<file path="config.mk">
export PLATFORM = sky130hd
export DESIGN_NAME = mem_arbiter
export DESIGN_NICKNAME = d
export VERILOG_FILES = /design/src/rtl/mem_arbiter.sv
export SDC_FILE = /design/constraint.sdc
export NUM_CORES = 1
export LEC_CHECK = 0
export CAP_MARGIN = 15
export CORE_MARGIN = 10
export CORE_UTILIZATION = 35
export DETAILED_ROUTE_END_ITERATION = 8
export PLACE_DENSITY = 0.86
export SLEW_MARGIN = 15
export SYNTH_ARGS = -nofsm -noshare
export SYNTH_HDL_FRONTEND = slang
export SYNTH_SLANG_ARGS = --single-unit
</file>
<file path="constraint.sdc">
create_clock -name clk -period 3.2 [get_ports clk]
set_input_delay 0.64 -clock clk [delete_from_list [all_inputs] [get_ports clk]]
set_output_delay 0.64 -clock clk [all_outputs]
set_load 0.01 [all_outputs]
</file>
<file path="src/rtl/mem_arbiter.sv">
// Round-robin arbiter sharing one memory port between icache and dcache refills.
// Optional perf counters enabled by defining MEM_ARB_PERF_EN.
module mem_arbiter #(
   parameter int ADDR_W = 32,
   parameter int DATA_W = 32,
   parameter int BEATS  = 4
) (
   input  logic              clk,
   input  logic              reset,
   input  logic              ic_req_valid,
   output logic              ic_req_ready,
   input  logic [ADDR_W-1:0] ic_req_addr,
   output logic              ic_resp_valid,
   output logic [DATA_W-1:0] ic_resp_data,
   input  logic              dc_req_valid,
   output logic              dc_req_ready,
   input  logic              dc_req_rnw,
   input  logic [ADDR_W-1:0] dc_req_addr,
   input  logic              dc_wdata_valid,
   output logic              dc_wdata_ready,
   input  logic [DATA_W-1:0] dc_wdata,
   output logic              dc_resp_valid,
   output logic [DATA_W-1:0] dc_resp_data,
   output logic              mem_req_valid,
   input  logic              mem_req_ready,
   output logic              mem_req_rnw,
   output logic [ADDR_W-1:0] mem_req_addr,
   output logic              mem_wdata_valid,
   input  logic              mem_wdata_ready,
   output logic [DATA_W-1:0] mem_wdata,
   input  logic              mem_resp_valid,
   input  logic [DATA_W-1:0] mem_resp_data,
   output logic              busy,
   output logic              grant_dc
`ifdef MEM_ARB_PERF_EN
   ,
   output logic [31:0]       perf_ic_grants,
   output logic [31:0]       perf_dc_grants,
   output logic [31:0]       perf_stall_cycles
`endif
);

   localparam int CW = $clog2(BEATS) + 1;
   localparam logic [CW-1:0] LAST = CW'(BEATS - 1);

   typedef enum logic [1:0] {IDLE, ADDR, WDATA, RDATA} state_e;

   state_e            state_q, state_d;
   logic [CW-1:0]     cnt_q, cnt_d;
   logic [ADDR_W-1:0] addr_q, addr_d;
   logic              rnw_q, rnw_d;
   logic              last_q, last_d;
   logic              grant_q, grant_d;
   logic              win_dc;

   always_comb begin
      state_d         = state_q;
      cnt_d           = cnt_q;
      addr_d          = addr_q;
      rnw_d           = rnw_q;
      last_d          = last_q;
      grant_d         = grant_q;
      ic_req_ready    = 1'b0;
      dc_req_ready    = 1'b0;
      ic_resp_valid   = 1'b0;
      ic_resp_data    = '0;
      dc_resp_valid   = 1'b0;
      dc_resp_data    = '0;
      dc_wdata_ready  = 1'b0;
      mem_req_valid   = 1'b0;
      mem_req_rnw     = 1'b0;
      mem_req_addr    = '0;
      mem_wdata_valid = 1'b0;
      mem_wdata       = '0;
      // On a tie the requester that did not win last time goes first
      win_dc = dc_req_valid & (~ic_req_valid | ~last_q);
      unique case (state_q)
         IDLE: begin
            ic_req_ready = ic_req_valid & ~win_dc;
            dc_req_ready = win_dc;
            if (win_dc) begin
               addr_d  = dc_req_addr;
               rnw_d   = dc_req_rnw;
               grant_d = 1'b1;
               last_d  = 1'b1;
               state_d = ADDR;
            end else if (ic_req_valid) begin
               addr_d  = ic_req_addr;
               rnw_d   = 1'b1;
               grant_d = 1'b0;
               last_d  = 1'b0;
               state_d = ADDR;
            end
         end
         ADDR: begin
            mem_req_valid = 1'b1;
            mem_req_rnw   = rnw_q;
            mem_req_addr  = addr_q;
            if (mem_req_ready) begin
               cnt_d   = '0;
               state_d = rnw_q ? RDATA : WDATA;
            end
         end
         WDATA: begin
            mem_wdata_valid = dc_wdata_valid;
            mem_wdata       = dc_wdata;
            dc_wdata_ready  = mem_wdata_ready;
            if (dc_wdata_valid && mem_wdata_ready) begin
               cnt_d = cnt_q + CW'(1);
               if (cnt_q == LAST) state_d = IDLE;
            end
         end
         RDATA: begin
            ic_resp_valid = ~grant_q & mem_resp_valid;
            dc_resp_valid = grant_q & mem_resp_valid;
            ic_resp_data  = grant_q ? '0 : mem_resp_data;
            dc_resp_data  = grant_q ? mem_resp_data : '0;
            if (mem_resp_valid) begin
               cnt_d = cnt_q + CW'(1);
               if (cnt_q == LAST) state_d = IDLE;
            end
         end
         default: state_d = IDLE;
      endcase
   end

   always_ff @(posedge clk or posedge reset) begin
      if (reset) begin
         state_q <= IDLE;
         cnt_q   <= '0;
         addr_q  <= '0;
         rnw_q   <= 1'b1;
         last_q  <= 1'b0;
         grant_q <= 1'b0;
      end else begin
         state_q <= state_d;
         cnt_q   <= cnt_d;
         addr_q  <= addr_d;
         rnw_q   <= rnw_d;
         last_q  <= last_d;
         grant_q <= grant_d;
      end
   end

   assign busy     = (state_q != IDLE);
   assign grant_dc = grant_q;

`ifdef MEM_ARB_PERF_EN
   logic [31:0] pic_q, pic_d;
   logic [31:0] pdc_q, pdc_d;
   logic [31:0] pst_q, pst_d;
   logic        stall;

   always_comb begin
      stall = (ic_req_valid & ~ic_req_ready) | (dc_req_valid & ~dc_req_ready);
      pic_d = pic_q + 32'(ic_req_valid & ic_req_ready);
      pdc_d = pdc_q + 32'(dc_req_valid & dc_req_ready);
      pst_d = pst_q + 32'(stall);
   end

   always_ff @(posedge clk or posedge reset) begin
      if (reset) begin
         pic_q <= '0;
         pdc_q <= '0;
         pst_q <= '0;
      end else begin
         pic_q <= pic_d;
         pdc_q <= pdc_d;
         pst_q <= pst_d;
      end
   end

   assign perf_ic_grants    = pic_q;
   assign perf_dc_grants    = pdc_q;
   assign perf_stall_cycles = pst_q;
`endif

endmodule

</file>
## Word-level counts from Yosys, hierarchy flattened

Cells that the tools add are included.

- Bits in registers: 39
- Input bits: 137
- Output and inout port bits: 138

- Add/sub/neg operators: 1
- Equal/unequal tests: 8
- Muxes and demuxes: 32
- Bitwise gates (word level): 8
- Reductions and logical operators: 8

Operators with widths:

| kind | number |
|---|---|
| $mux W32 | 8 |
| $mux W1 | 13 |
| $mux W2 | 6 |
| $mux W3 | 3 |
| $pmux W3 S3 | 1 |
| $pmux W2 S4 | 1 |
| $reduce_and A4 Y1 | 2 |
| $ne A2 B2 Y1 const B | 3 |
| $and A1 B1 Y1 | 4 |
| $eq A2 B2 Y1 const B | 2 |
| $reduce_bool A2 Y1 | 2 |
| $add A3 B1 Y3 const B | 1 |
| $eq A3 B2 Y1 const B | 1 |
| $ne A3 B3 Y1 const B | 1 |
| $not A1 Y1 | 3 |
| $reduce_bool A3 Y1 | 1 |
| $eq A2 B1 Y1 const B | 1 |
| $logic_not A2 Y1 | 1 |
| $reduce_and A2 Y1 | 1 |
| $logic_and A1 B1 Y1 | 1 |
| $or A1 B1 Y1 | 1 |

## Logic depth before layout (Yosys ltp)

- Depth after elaboration: 6
- Depth in mapped cells: 5
- Gate-level depth less buffers: 5

## Least setup slack after synthesis

No wires, ideal clock.

- Path type: in2out
- Start point: input port dc_req_valid
- End point: output port dc_req_ready
- Arrival: 1.282 ns
- Data required time: 2.560 ns
- Path slack: 1.278 ns
- Cell stages on the path: 3
- Path buffers: 1
- Path through: a21boi_4 > buf_6 > and2_1

- Cells in the longest elaborated chain, start to end: 2

Ends and longest elaborated chain:

| element | RTL line | RTL |
|---|---|---|
| start: declaration | 15 | `input logic dc_req_valid,` |
| $and A1 B1 Y1 | 76 | `win_dc = dc_req_valid & (~ic_req_valid \| ~last_q);` |
| $mux W1 | 77 | `unique case (state_q)` |
| end: declaration | 16 | `output logic dc_req_ready,` |

No other way between the ends.

## Worst setup path after layout

- Start point: input port ic_req_valid
- End point: output port ic_req_ready

- Cells in the longest elaborated chain, start to end: 6

Ends and longest elaborated chain:

| element | RTL line | RTL |
|---|---|---|
| start: declaration | 10 | `input logic ic_req_valid,` |
| $not A1 Y1 | 76 |  |
| $or A1 B1 Y1 | 76 |  |
| $and A1 B1 Y1 | 76 |  |
| $not A1 Y1 | 79 | `ic_req_ready = ic_req_valid & ~win_dc;` |
| $and A1 B1 Y1 (*) | 79 |  |
| $mux W1 (*) | 77 |  |
| end: declaration | 11 | `output logic ic_req_ready,` |

Mark *: on every way between the ends. The rest lies on a longest branch, timed or not.

==> results.ini <==
[logic_synthesis]
synth_fa_ha_area_share_pct=0.800
synth.ff_latch_count=39
synth_xor_area_share_pct=0
synth_simple_gate_area_share_pct=29.8
yosysWarnings=0
synth-edff-count=0
synth_compound_area_share_pct=3.08
synth.net_count=438
ys_types=29
netlist_instances=299
ys_dominant_reg_cell=dfrtp_1
synth_top_family_by_area=multiplexers
netlist_area_um2=3130
synthMuxAreaShare_pct=30.4
postSynthAreaPerCell_um2=10.5
async_flop_share_pct=100
synth_seq_area_share_pct=31.2

[pwr]
comb_power_share_pct=70.2
seqPwrFrac_pct=22.5
power_frac_clock_pct=7.3
peakVddDrop_v=0.000274
p_int_mw=2.64
p_leak_nw=2.52
p_per_area_nw_per_um2=678
sw_frac_of_total_pct=35.4
switchingPower_mw=1.44

[finish]
layout_commonest_cell=clkdlybuf4s50_1
instances_no_fill=672
final_area_um2=6020
drive_gt1_share_pct=14.5
area_growth_pct=92.5
layout_common_cells=clkdlybuf4s50_1, and2_1, mux2_4
diodes=0
fin_nets=704

[setup_path]
critPathLaunch=ic_req_valid
worstSetupStartpointType=primary input
critPathKind=primary input to output port
worstReg2RegStart=state_q[1]
crit_path_cell_trace=clkdlybuf4s50_1, or3b_2, nor2_1, clkdlybuf4s50_1
critPathSlowestCell=clkdlybuf4s50_1
reg2reg_slack_ns=1.04
required_ns=2.56
arrival_ns=2.32
worstRegToRegCells=4
cp_common_cell=clkdlybuf4s50_1
r2r_end=addr_q[8]
max_stage_delay_ns=0.56
crit_path_end_kind=output port
cp_max_fo=3
endpoint=ic_req_ready

[floorplan]
io_pins=275
num_rows=34
fp.dieW_um=115
core_um2=8720
dieHeight_um=115
dieArea_um2=13100
initial_utilization_pct=35.9

[clocking]
clock_path_buffers=2
clkTransAtPathRegs_ns=0.07
clockRootBuffer=clkbuf_8
post_cts_buffers=0
insertion_delay_ns=0.28
clkSinkCount=39
h-tree-depth=2
cts_buffers=5
cts_tree=built
ctsHoldBuffers=0
ctsResizeCount=0

[place]
place_inst=666
place.gp.congestion=0.789
io_buffers=274
dp_hpwl_um=11600
dp_slack_ns=0.237
dpl_cell_area_um2=5950

[sta]
clock.fmax_mhz=338
setup_slack_ns=0.237
slew-limit-headroom_pct=53.9
rsz0062_at_grt=false
fin_skew_ns=0.00394
final_max_slew_viol_count=0
hold_viol=0
hold_slack_ns=0.493
fin_setup_tns_ns=0
finalCriticalPeriod_ns=2.96
fin_crit_sh_pct=92.6
tightest_slew_ns=0.692
finalSetupViolCount=0

[global_routing]
track_usage_pct=18.9
grt_pass1_vias=3202
overflow=0
grt_max_degree=40
antenna_found_initial=0
grt_pass1_wl_um=19600

[drt]
vias_per_cell=4.56
drcViolationCount=0
dr.pass1.iters=4
drt-total-wl_um=13300
wl_per_cell_um=19.9
drtIter0Drc=85
num_vias=3065
antenna_left=0

[status]
status=complete, no violations

[run]
drv_cap=0

[worst_hold_path]
hold_class=flip-flop to flip-flop

==> registers in the layout (all words and copies together), names as in the netlist <==
name      cells
state_q       2
cnt_q         3
rnw_q         1
addr_q       32
grant_dc      1
==> how the worst min path moves through the flow <==
stage / startpoint / end / slack (ns) / cells past startpoint
2_1_floorplan: cnt_q[0] / cnt_q[0] / 0.45 / 1
3_3_place_gp: cnt_q[0] / cnt_q[0] / 0.46 / 1
3_5_place_dp: cnt_q[0] / cnt_q[0] / 0.49 / 1
4_1_cts: cnt_q[0] / cnt_q[0] / 0.50 / 1
5_1_grt: addr_q[6] / addr_q[6] / 0.52 / 1
6_report: cnt_q[0] / cnt_q[0] / 0.49 / 1
==> power by group through the flow <==
stage          sequential [mW]  clock (mW)  combinational, mW
3_5_place_dp             0.930           0               2.91
5_1_grt                  0.960       0.328               3.07
2_1_floorplan            0.855           0               1.52
3_3_place_gp             0.912           0               2.84
4_1_cts                  0.924       0.307               2.92
6_report                 0.919       0.297               2.87
==> area by class of cell <==
type / count / area [um^2]
clock buffer: 6 / 72.6
multi-input combinational: 234 / 2010
timing repair buffer: 280 / 2810
inverter: 5 / 18.8
fill: 683 / 2700
sequential: 39 / 977
tap: 108 / 135
==> cell usage after synthesis (3+ instances only) <==
cell type  count  area (um^2)
o21ai_0        3         15.0
and2_1       134          838
nor2_1         4         15.0
buf_6          6         67.6
clkbuf_1      13         48.8
mux2_4        56          841
dfrtp_1       38          951
a21oi_1        4         20.0
mux2_2         8         90.1
inv_1          5         18.8
nand2_1        7         26.3
==> worst max-delay path, delay by kind of cell <==
kind          cells  cell delay, ns
buf+inv           2            1.11
simple gates      2            0.58
==> metrics by stage <==
| stage | utilization [%] | total power [mW] |
|---|---|---|
| floorplan | - | 2.37 |
| global placement | 68.2 | 3.75 |
| detailed placement | 68.2 | 3.84 |
| CTS | 69.1 | 4.15 |
| global route | 69.1 | 4.35 |
| finish | 69.1 | 4.08 |
==> per-layer routing <==
layer / track usage [%] / wire length (um) / vias up
li1: - / - / 1505
met5: 0 / 0 / -
met2: 37.4 / 7520 / 139
met4: 2.84 / 91 / 0
met3: 6.08 / 1140 / 6
met1: 18.9 / 4600 / 1415
==> cells by family after synthesis <==
kind of cell             Yosys count
AO/OA/AOI/OAI                     13
adder cells (fa/ha/maj)            2
buffers and inverters             26
flip-flops                        39
multiplexers                      66
AND/OR/NAND/NOR                  153
(Power assumes the default switching activity.)
